===== src/rtl/cbus_arbiter_pkg.sv =====
// Shared cache-bus request/response types and encodings used by the
// cache layer, the cbus arbiter and the AXI/cbus bridge.
package cbus_arbiter_pkg;

  localparam int ADDR_W = 32;
  localparam int DATA_W = 32;
  localparam int STRB_W = DATA_W / 8;

  // Burst length encoding: number of beats minus one.
  typedef logic [3:0] mlen_t;
  localparam mlen_t MLEN1  = 4'd0;
  localparam mlen_t MLEN2  = 4'd1;
  localparam mlen_t MLEN4  = 4'd3;
  localparam mlen_t MLEN8  = 4'd7;
  localparam mlen_t MLEN16 = 4'd15;

  // Beat size encoding: log2 of the number of bytes per beat.
  typedef logic [2:0] msize_t;
  localparam msize_t MSIZE1 = 3'd0;
  localparam msize_t MSIZE2 = 3'd1;
  localparam msize_t MSIZE4 = 3'd2;
  localparam msize_t MSIZE8 = 3'd3;

  // AXI burst type encoding, passed straight through to the bridge.
  typedef logic [1:0] axi_burst_t;
  localparam axi_burst_t AXI_BURST_FIXED = 2'b00;
  localparam axi_burst_t AXI_BURST_INCR  = 2'b01;
  localparam axi_burst_t AXI_BURST_WRAP  = 2'b10;

  typedef struct packed {
    logic              valid;
    logic              is_write;
    logic [ADDR_W-1:0] addr;
    msize_t            size;
    mlen_t             len;
    axi_burst_t        burst;
    logic [STRB_W-1:0] strobe;
    logic [DATA_W-1:0] data;
  } cbus_req_t;

  typedef struct packed {
    logic              ready;
    logic              last;
    logic [DATA_W-1:0] data;
  } cbus_resp_t;

  // Number of beats a burst of the given length encoding carries.
  function automatic int mlen_beats(input mlen_t len);
    return int'({28'd0, len}) + 32'sd1;
  endfunction

endpackage


===== src/rtl/cbus_arbiter_rr_select.sv =====
// Round-robin priority picker: returns the first asserted request found
// when scanning upward from rr_ptr, wrapping modulo NUM_REQ.
// Purely combinational so it can be reused by other arbiters.
module cbus_arbiter_rr_select #(
  parameter  int NUM_REQ  = 2,
  localparam int IDX_BITS = $clog2(NUM_REQ)
) (
  input  logic [NUM_REQ-1:0]  valid,
  input  logic [IDX_BITS-1:0] rr_ptr,
  output logic                found,
  output logic [IDX_BITS-1:0] idx
);

  // One extra bit so rr_ptr + offset cannot overflow before the wrap.
  logic [IDX_BITS:0] cand;

  // Scan candidates in priority order; the first valid one wins.
  always_comb begin
    found = 1'b0;
    idx   = '0;
    cand  = '0;
    for (int off = 0; off < NUM_REQ; off++) begin
      cand = {1'b0, rr_ptr} + (IDX_BITS+1)'(off);
      // Explicit wrap so non-power-of-two master counts work.
      if (cand >= (IDX_BITS+1)'(NUM_REQ)) begin
        cand = cand - (IDX_BITS+1)'(NUM_REQ);
      end else begin
        cand = cand;
      end
      if (!found && valid[cand[IDX_BITS-1:0]]) begin
        found = 1'b1;
        idx   = cand[IDX_BITS-1:0];
      end else begin
        found = found;
        idx   = idx;
      end
    end
  end

endmodule


===== src/rtl/cbus_arbiter.sv =====
// Shares the single memory-side cbus port between NUM_REQ cache masters.
// A grant covers a whole burst and is only released after the beat
// flagged last; a one-cycle bubble follows every burst so the releasing
// master sees last drop before the next arbitration. Round-robin order
// rotates to the master after the one that just finished.
module cbus_arbiter
  import cbus_arbiter_pkg::*;
#(
  parameter  int NUM_REQ  = 2,
  localparam int IDX_BITS = $clog2(NUM_REQ)
) (
  input  logic                clk,
  input  logic                reset,
  input  cbus_req_t           ireqs  [NUM_REQ],
  output cbus_resp_t          iresps [NUM_REQ],
  output cbus_req_t           oreq,
  input  cbus_resp_t          oresp,
  output logic                busy,
  output logic [IDX_BITS-1:0] grant_idx
);

  typedef enum logic [1:0] {
    IDLE    = 2'd0,
    GRANT   = 2'd1,
    RELEASE = 2'd2
  } state_t;

  state_t              state;
  state_t              state_next;
  logic [IDX_BITS-1:0] owner;
  logic [IDX_BITS-1:0] owner_next;
  logic [IDX_BITS-1:0] rr_ptr;
  logic [IDX_BITS-1:0] rr_ptr_next;
  logic [7:0]          beats;
  logic [7:0]          beats_next;

  logic [NUM_REQ-1:0]  req_valid;
  logic                sel_found;
  logic [IDX_BITS-1:0] sel_idx;
  logic [IDX_BITS:0]   owner_sum;
  logic [IDX_BITS-1:0] owner_inc;

  // Collect the per-master valid bits for the priority picker.
  always_comb begin
    req_valid = '0;
    for (int i = 0; i < NUM_REQ; i++) begin
      req_valid[i] = ireqs[i].valid;
    end
  end

  cbus_arbiter_rr_select #(
    .NUM_REQ (NUM_REQ)
  ) u_rr_select (
    .valid  (req_valid),
    .rr_ptr (rr_ptr),
    .found  (sel_found),
    .idx    (sel_idx)
  );

  // Master after the current owner, wrapping explicitly at NUM_REQ.
  always_comb begin
    owner_sum = {1'b0, owner} + {{IDX_BITS{1'b0}}, 1'b1};
    if (owner_sum >= (IDX_BITS+1)'(NUM_REQ)) begin
      owner_inc = '0;
    end else begin
      owner_inc = owner_sum[IDX_BITS-1:0];
    end
  end

  // Arbitration state; reset drops any grant immediately.
  always_ff @(posedge clk or posedge reset) begin
    if (reset) begin
      state  <= IDLE;
      owner  <= '0;
      rr_ptr <= '0;
      beats  <= 8'd0;
    end else begin
      state  <= state_next;
      owner  <= owner_next;
      rr_ptr <= rr_ptr_next;
      beats  <= beats_next;
    end
  end

  // Next-state logic and port routing; the bus is only connected in GRANT.
  always_comb begin
    state_next  = state;
    owner_next  = owner;
    rr_ptr_next = rr_ptr;
    beats_next  = beats;
    oreq        = '0;
    busy        = 1'b0;
    grant_idx   = '0;
    for (int i = 0; i < NUM_REQ; i++) begin
      iresps[i] = '0;
    end

    case (state)
      IDLE: begin
        // Requests are only registered here, never forwarded, so a new
        // request reaches oreq one cycle after it is first seen.
        if (sel_found) begin
          owner_next = sel_idx;
          beats_next = 8'd0;
          state_next = GRANT;
        end else begin
          state_next = IDLE;
        end
      end

      GRANT: begin
        // The owner keeps the port even if it drops valid mid-burst.
        oreq          = ireqs[owner];
        iresps[owner] = oresp;
        busy          = 1'b1;
        grant_idx     = owner;
        if (oresp.ready) begin
          beats_next = beats + 8'd1;
          if (oresp.last) begin
            state_next  = RELEASE;
            rr_ptr_next = owner_inc;
          end else begin
            state_next  = GRANT;
          end
        end else begin
          beats_next = beats;
        end
      end

      RELEASE: begin
        // Bubble cycle: everything stays disconnected.
        state_next = IDLE;
      end

      default: begin
        state_next = IDLE;
      end
    endcase
  end

endmodule


===== config.mk =====
export PLATFORM = sky130hd
export DESIGN_NAME = cbus_arbiter
export DESIGN_NICKNAME = d
export VERILOG_FILES = /design/src/rtl/cbus_arbiter_pkg.sv /design/src/rtl/cbus_arbiter_rr_select.sv /design/src/rtl/cbus_arbiter.sv
export SDC_FILE = /design/constraint.sdc
export NUM_CORES = 1
export LEC_CHECK = 0
export ABC_AREA = 1
export BUFFER_PORTS_ARGS = -buffer_cell sky130_fd_sc_hd__buf_2
export CORE_AREA = 5 5 131 133
export CTS_CLUSTER_SIZE = 14
export DETAILED_ROUTE_END_ITERATION = 8
export DIE_AREA = 0 0 136 138
export GPL_TIMING_DRIVEN = 0
export PLACE_DENSITY = 0.43
export SYNTH_ARGS = -nofsm -noshare
export SYNTH_HDL_FRONTEND = slang
export SYNTH_SLANG_ARGS = --single-unit

===== constraint.sdc =====
create_clock -name clk -period 0.9 [get_ports clk]
set_input_delay 0.09 -clock clk [delete_from_list [all_inputs] [get_ports clk]]
set_output_delay 0.09 -clock clk [all_outputs]
set_load 0.1 [all_outputs]

# ---- Word-level counts from Yosys, hierarchy flattened
# Index checks and enable logic that the tools add are counted.
dict set report word_totals {
  ff_bits 4
  in_bits 194
  out_inout_bits 149
  elab_cells 48
}
dict set report classes {
  n_addsub 4
  magnitude_cmp 7
  n_eq_ne 2
  muxes 24
  n_bitwise 2
  n_reduce_logical 6
}
# operator n
set op_table {}
lappend op_table {{79-bit two-way mux} 4}
lappend op_table {{68-bit bitwise AND} 1}
lappend op_table {{68-bit two-way mux} 1}
lappend op_table {{34-bit demux with 1-bit select} 1}
lappend op_table {{34-bit two-way mux} 1}
lappend op_table {{1-bit two-way mux} 14}
lappend op_table {{2-bit greater-or-equal comparator (second input constant)} 3}
lappend op_table {{1-bit by 1-bit adder with 2-bit output (second input constant)} 2}
lappend op_table {{1-bit by 2-bit < comparator with 1-bit output (second input constant)} 2}
lappend op_table {{2-bit two-way mux} 2}
lappend op_table {{2-bit one-hot mux with 2 select lines} 1}
lappend op_table {{3-bit AND reduction} 1}
lappend op_table {{2-bit by 1-bit equality test with 1-bit output (second input constant)} 1}
lappend op_table {{1-bit by 2-bit greater-or-equal comparator with 1-bit output (second input constant)} 1}
lappend op_table {{1-bit logical AND} 2}
lappend op_table {{2-bit zero test} 1}
lappend op_table {{2-bit by 1-bit < comparator with 1-bit output (second input constant)} 1}
lappend op_table {{2-bit != test (second input constant)} 1}
lappend op_table {{1-bit NOT with 2-bit output} 1}
lappend op_table {{2-bit AND reduction} 1}
lappend op_table {{1-bit subtractor (second input constant)} 2}
lappend op_table {{1-bit zero test} 1}

# ---- Depth between registers and ports, before layout
dict set report logic_depth {
  word_depth 10
  ltp_mapped 6
  ltp_nobuf 5
}

# ---- Modules after synthesis
# Synthesis repeated with hierarchy kept, for this count alone.
dict set report hier_totals {
  cells_unflattened 399
  area_unflattened_um2 1866.8
}
# mod instances cells_per_inst area_each_um2 seq_area_each_um2
set by_module_without_submodules {}
lappend by_module_without_submodules {cbus_arbiter 1 395 1848.0 100.1}
lappend by_module_without_submodules {cbus_arbiter_rr_select 1 4 18.8 0.0}

# ---- Worst setup path before layout
# OpenSTA, ideal clock, no wires.
dict set report synth_path {
  kind {register -> output}
  startpoint {reg state[1]}
  endpoint {out iresps[14] in the netlist's numbering}
  arrival_ns 2.615
  required_time_ns 0.810
  path_slack_ns -1.805
  stages_incl_launch_ff 7
  path_buffers 1
  cell_sequence {dfrtp_1 > inv_2 > nand2_2 > nor2_4 > inv_4 > buf_6 > nor2_1}
}
# item line_no
set synth_lines {}
lappend synth_lines {{start, declared} cbus_arbiter.sv:28} ;# state_t state;
lappend synth_lines {{start signal, assigned} cbus_arbiter.sv:78} ;# state <= state_next;
lappend synth_lines {{end, declared} cbus_arbiter.sv:15} ;# output cbus_resp_t iresps [NUM_REQ],

==> metrics.md <==
| Metric | Value |
|---|---|
| Share of cells above drive strength 1 | between 70 and 80% |
| Non-Filler Instances | between 900 and 1k |
| Post-DP HPWL | about 12 mm |
| Hold Crit Start | ireqs[78] |
| Largest delay share family, worst path | buffers and inverters |
| Vias post-DR | about 4.1k |
| Initial antenna violation count | 0 |
| Hold Crit Class | primary input to flop |
| Max-slew violation count | 0 |
| Core area | 15710 um2 |
| Fmax | between 0.6 and 0.7 GHz |
| Synthesis-stage register bit count | 4 |
| Chip width | around 140 um |
| All-Layer GR Usage | around 15% |
| DRC | 0 |
| Synth-to-Final Area Change | 355.3% |
| Die H | 138 um |
| Initial DRT Pass Iterations | 4 |
| Largest net degree at the start of global routing | 11 |
| Final setup viols | 153 |
| Initial DRC Count | 70 |
| Synth area leaders | nand2_1 (34%), a21oi_1 (22%), nor2_1 (12%), inv_1 (8.2%), dfrtp_1 (5.5%) |
| Clock Latency Late Sink | about 0.22 ns |
| CP endpoint kind | output pin |
| Final Hold Vio Count | 0 |
| Slowest CP cell | dfrtp_2 |
| CP Max Fanout | 8 |
| Crit share post-route | 183.1% |
| CTS tree | done |
| Setup crit start kind | flop |
| Unrepaired setup endpoints after global routing | yes |
| Synth area leader | nand2_1 |
| Synthesis Warnings | 0 |
| Clock transition at path regs | about 0.030 ns |
| Rows | 46 |
| Relative slew slack | 77.88% |
| RR Endpoint | rr_ptr |
| Crit path kind | flop to output pin |
| Mapped Cells | between 400 and 500 |
| Status | finished, violations left |
| Initial Util | a little under an eighth |
| H-tree depth | 1 |
| DR vias/cell | 4.117 |
| Min Tclk post-route | ~1.6 ns |
| Hold depth | 3 |
| Antenna diode count | 0 |
| Synth Net Count | slightly below 600 |
| Vias in the first global route | 4220 |
| Commonest cells in the netlist | nand2_1 (167), a21oi_1 (79), nor2_1 (59), inv_1 (40), buf_2 (19) |
| Storage cell area | 102.6 um2 |
| Worst-case reg-to-reg path depth | 6 |
| First-pass GRT wire length | approximately 23 mm |
| Worst slew pin tran | roughly 0.33 ns |
| Footprint of the multi-input gates | 2893 um2 |
| Most frequent cell after synthesis | nand2_1 |
| Critical Path Most Common Cell | buf_12 |
| Register area share after synthesis | 5.491% |
| Number of synthesized flops with an enable pin | 0 |
| Failing checks | setup timing |
| RR Startpoint | state[1] |
| RD Place Congestion | 0.7745 |
| Worst path max stage delay | between 0.4 and 0.5 ns |
| CP cell instances | clkbuf_16, clkinv_16, nand2_8, buf_12, nor2_4, buf_12 |
| Clock Tree Buf Depth | 2 |
| Distinct cell type count of the synthesized netlist | 15 |
| Fillers | 1382 |
| Final Skew | 0.001694 ns |
| WP buf/inv | 4 |
| Synth top area share | about a third |
| # IOs | ~340 |
| Final worst slack | -0.7481 ns |
| Req. time, crit path | 0.81 ns |
| Async SR Flop Fraction | 100.0% |
| Flop2flop setup slack | -0.20 ns |
| Final wirelength | ~17 mm |
| Mapped Area | around 1800 um2 |
| Root Driver | clkbuf_16 |
| CP startpoint | owner |
| Nets@finish | 969 |
| CTS Buf Count | 3 |
| Sink Count | 4 |
| CP arrival | 1.56 ns |
| Grt ovf | 0 |
| Placed Cells incl. Taps | 959 |
| Top_reg_cell synth | dfrtp_1 |
| Max-cap violations | 0 |
| Die area | ~19000 um2 |
| Routed Antenna Nets | 0 |
| WHS Endpoint | owner |
| Avg Synthesized Cell Area | ~4.5 um2 |
| IO buf count | 342 |
| Routed WL per cell | ~17 um |
[flip-flops by register name (all words and copies together) (netlist names)]
name and flops:
rr_ptr 1, owner 1, state 2
[how the worst max path moves through the flow]
stage / to / slack [ns] / depth (start not counted)
finish: iresps[53] / -0.75 / 6
global route: iresps[6] / -0.81 / 7
CTS: iresps[1] / -0.75 / 7
detailed placement: iresps[61] / -0.85 / 6
global placement: iresps[61] / -0.85 / 6
floorplan: iresps[38] / -1.44 / 5
[kinds of logic after synthesis]
family	share of synthesized area, %
buf+inv	20.11
simple gates	52.44
flops	5.491
compound gates	21.96
[layer usage]
| layer | part of all wire (%) | track usage, % |
|---|---|---|
| met5 | 0 | 0 |
| met4 | 2.0 | 3.395 |
| met3 | 9.0 | 4.717 |
| met2 | 55 | 29.10 |
| met1 | 34 | 14.90 |
[repair_timing]
item / 4_1_cts / 5_1_grt
gates cloned: 3 / 12
hold buffers: 1 / 0
pin swaps: 8 / 36
hold endpoints to repair: 4 / 0
setup endpoints to repair: 152 / 153
setup buffers: 7 / 4
resized for setup: 559 / 218
[cell type report]
class | instances | area share [%]
repair inverters | 2 | 0.4371
clock buffers | 3 | 0.9044
inverters | 44 | 2.367
multi-input cells | 323 | 34.85
flip-flops and latches | 4 | 1.236
well taps | 216 | 3.256
plain buffers | 31 | 5.366
repair buffers | 366 | 51.58
[worst register-to-register path: stages, from the launching register on]
cell and delay [ns]:
dfrtp_1 0.38, buf_4 0.15, nor2_4 0.16, buf_6 0.14, nand2_1 0.06, nand2_1 0.06, nand2_1 0.04
[per-stage QoR]
step	hold WS, ns	cell area, um2	setup WS [ns]	utilization, %	setup TNS, ns
final	0.1393	8300	-0.7481	52.83	-103.75
after global routing	0.1542	8300	-0.8063	52.83	-112.83
after CTS	0.1384	7058	-0.7451	44.92	-104.11
after detailed placement	0.03020	4812	-0.8453	30.63	-105.46
after global placement	0.03560	4812	-0.8505	30.63	-104.85
after floorplan	-0.1439	2830	-1.443	-	-165.97
[placed cells by master (no fill, tap or decap), types with 2 or more instances in the layout]
master	synthesis	final
inv_2	2	2
dfrtp_2	0	2
nand2_8	0	3
nor2_4	2	70
a21oi_4	0	55
dfrtp_1	4	2
nand2_2	2	8
nand2_1	167	121
nand3_1	2	2
a21oi_2	0	20
buf_6	3	14
buf_2	19	196
clkbuf_16	0	14
buf_12	0	149
buf_8	0	14
inv_1	40	40
buf_4	9	10
nand2_4	0	38
a21oi_1	79	4
Power is not shown: default switching activity piles up to over one toggle a cycle in this logic, so the estimate is an artifact.
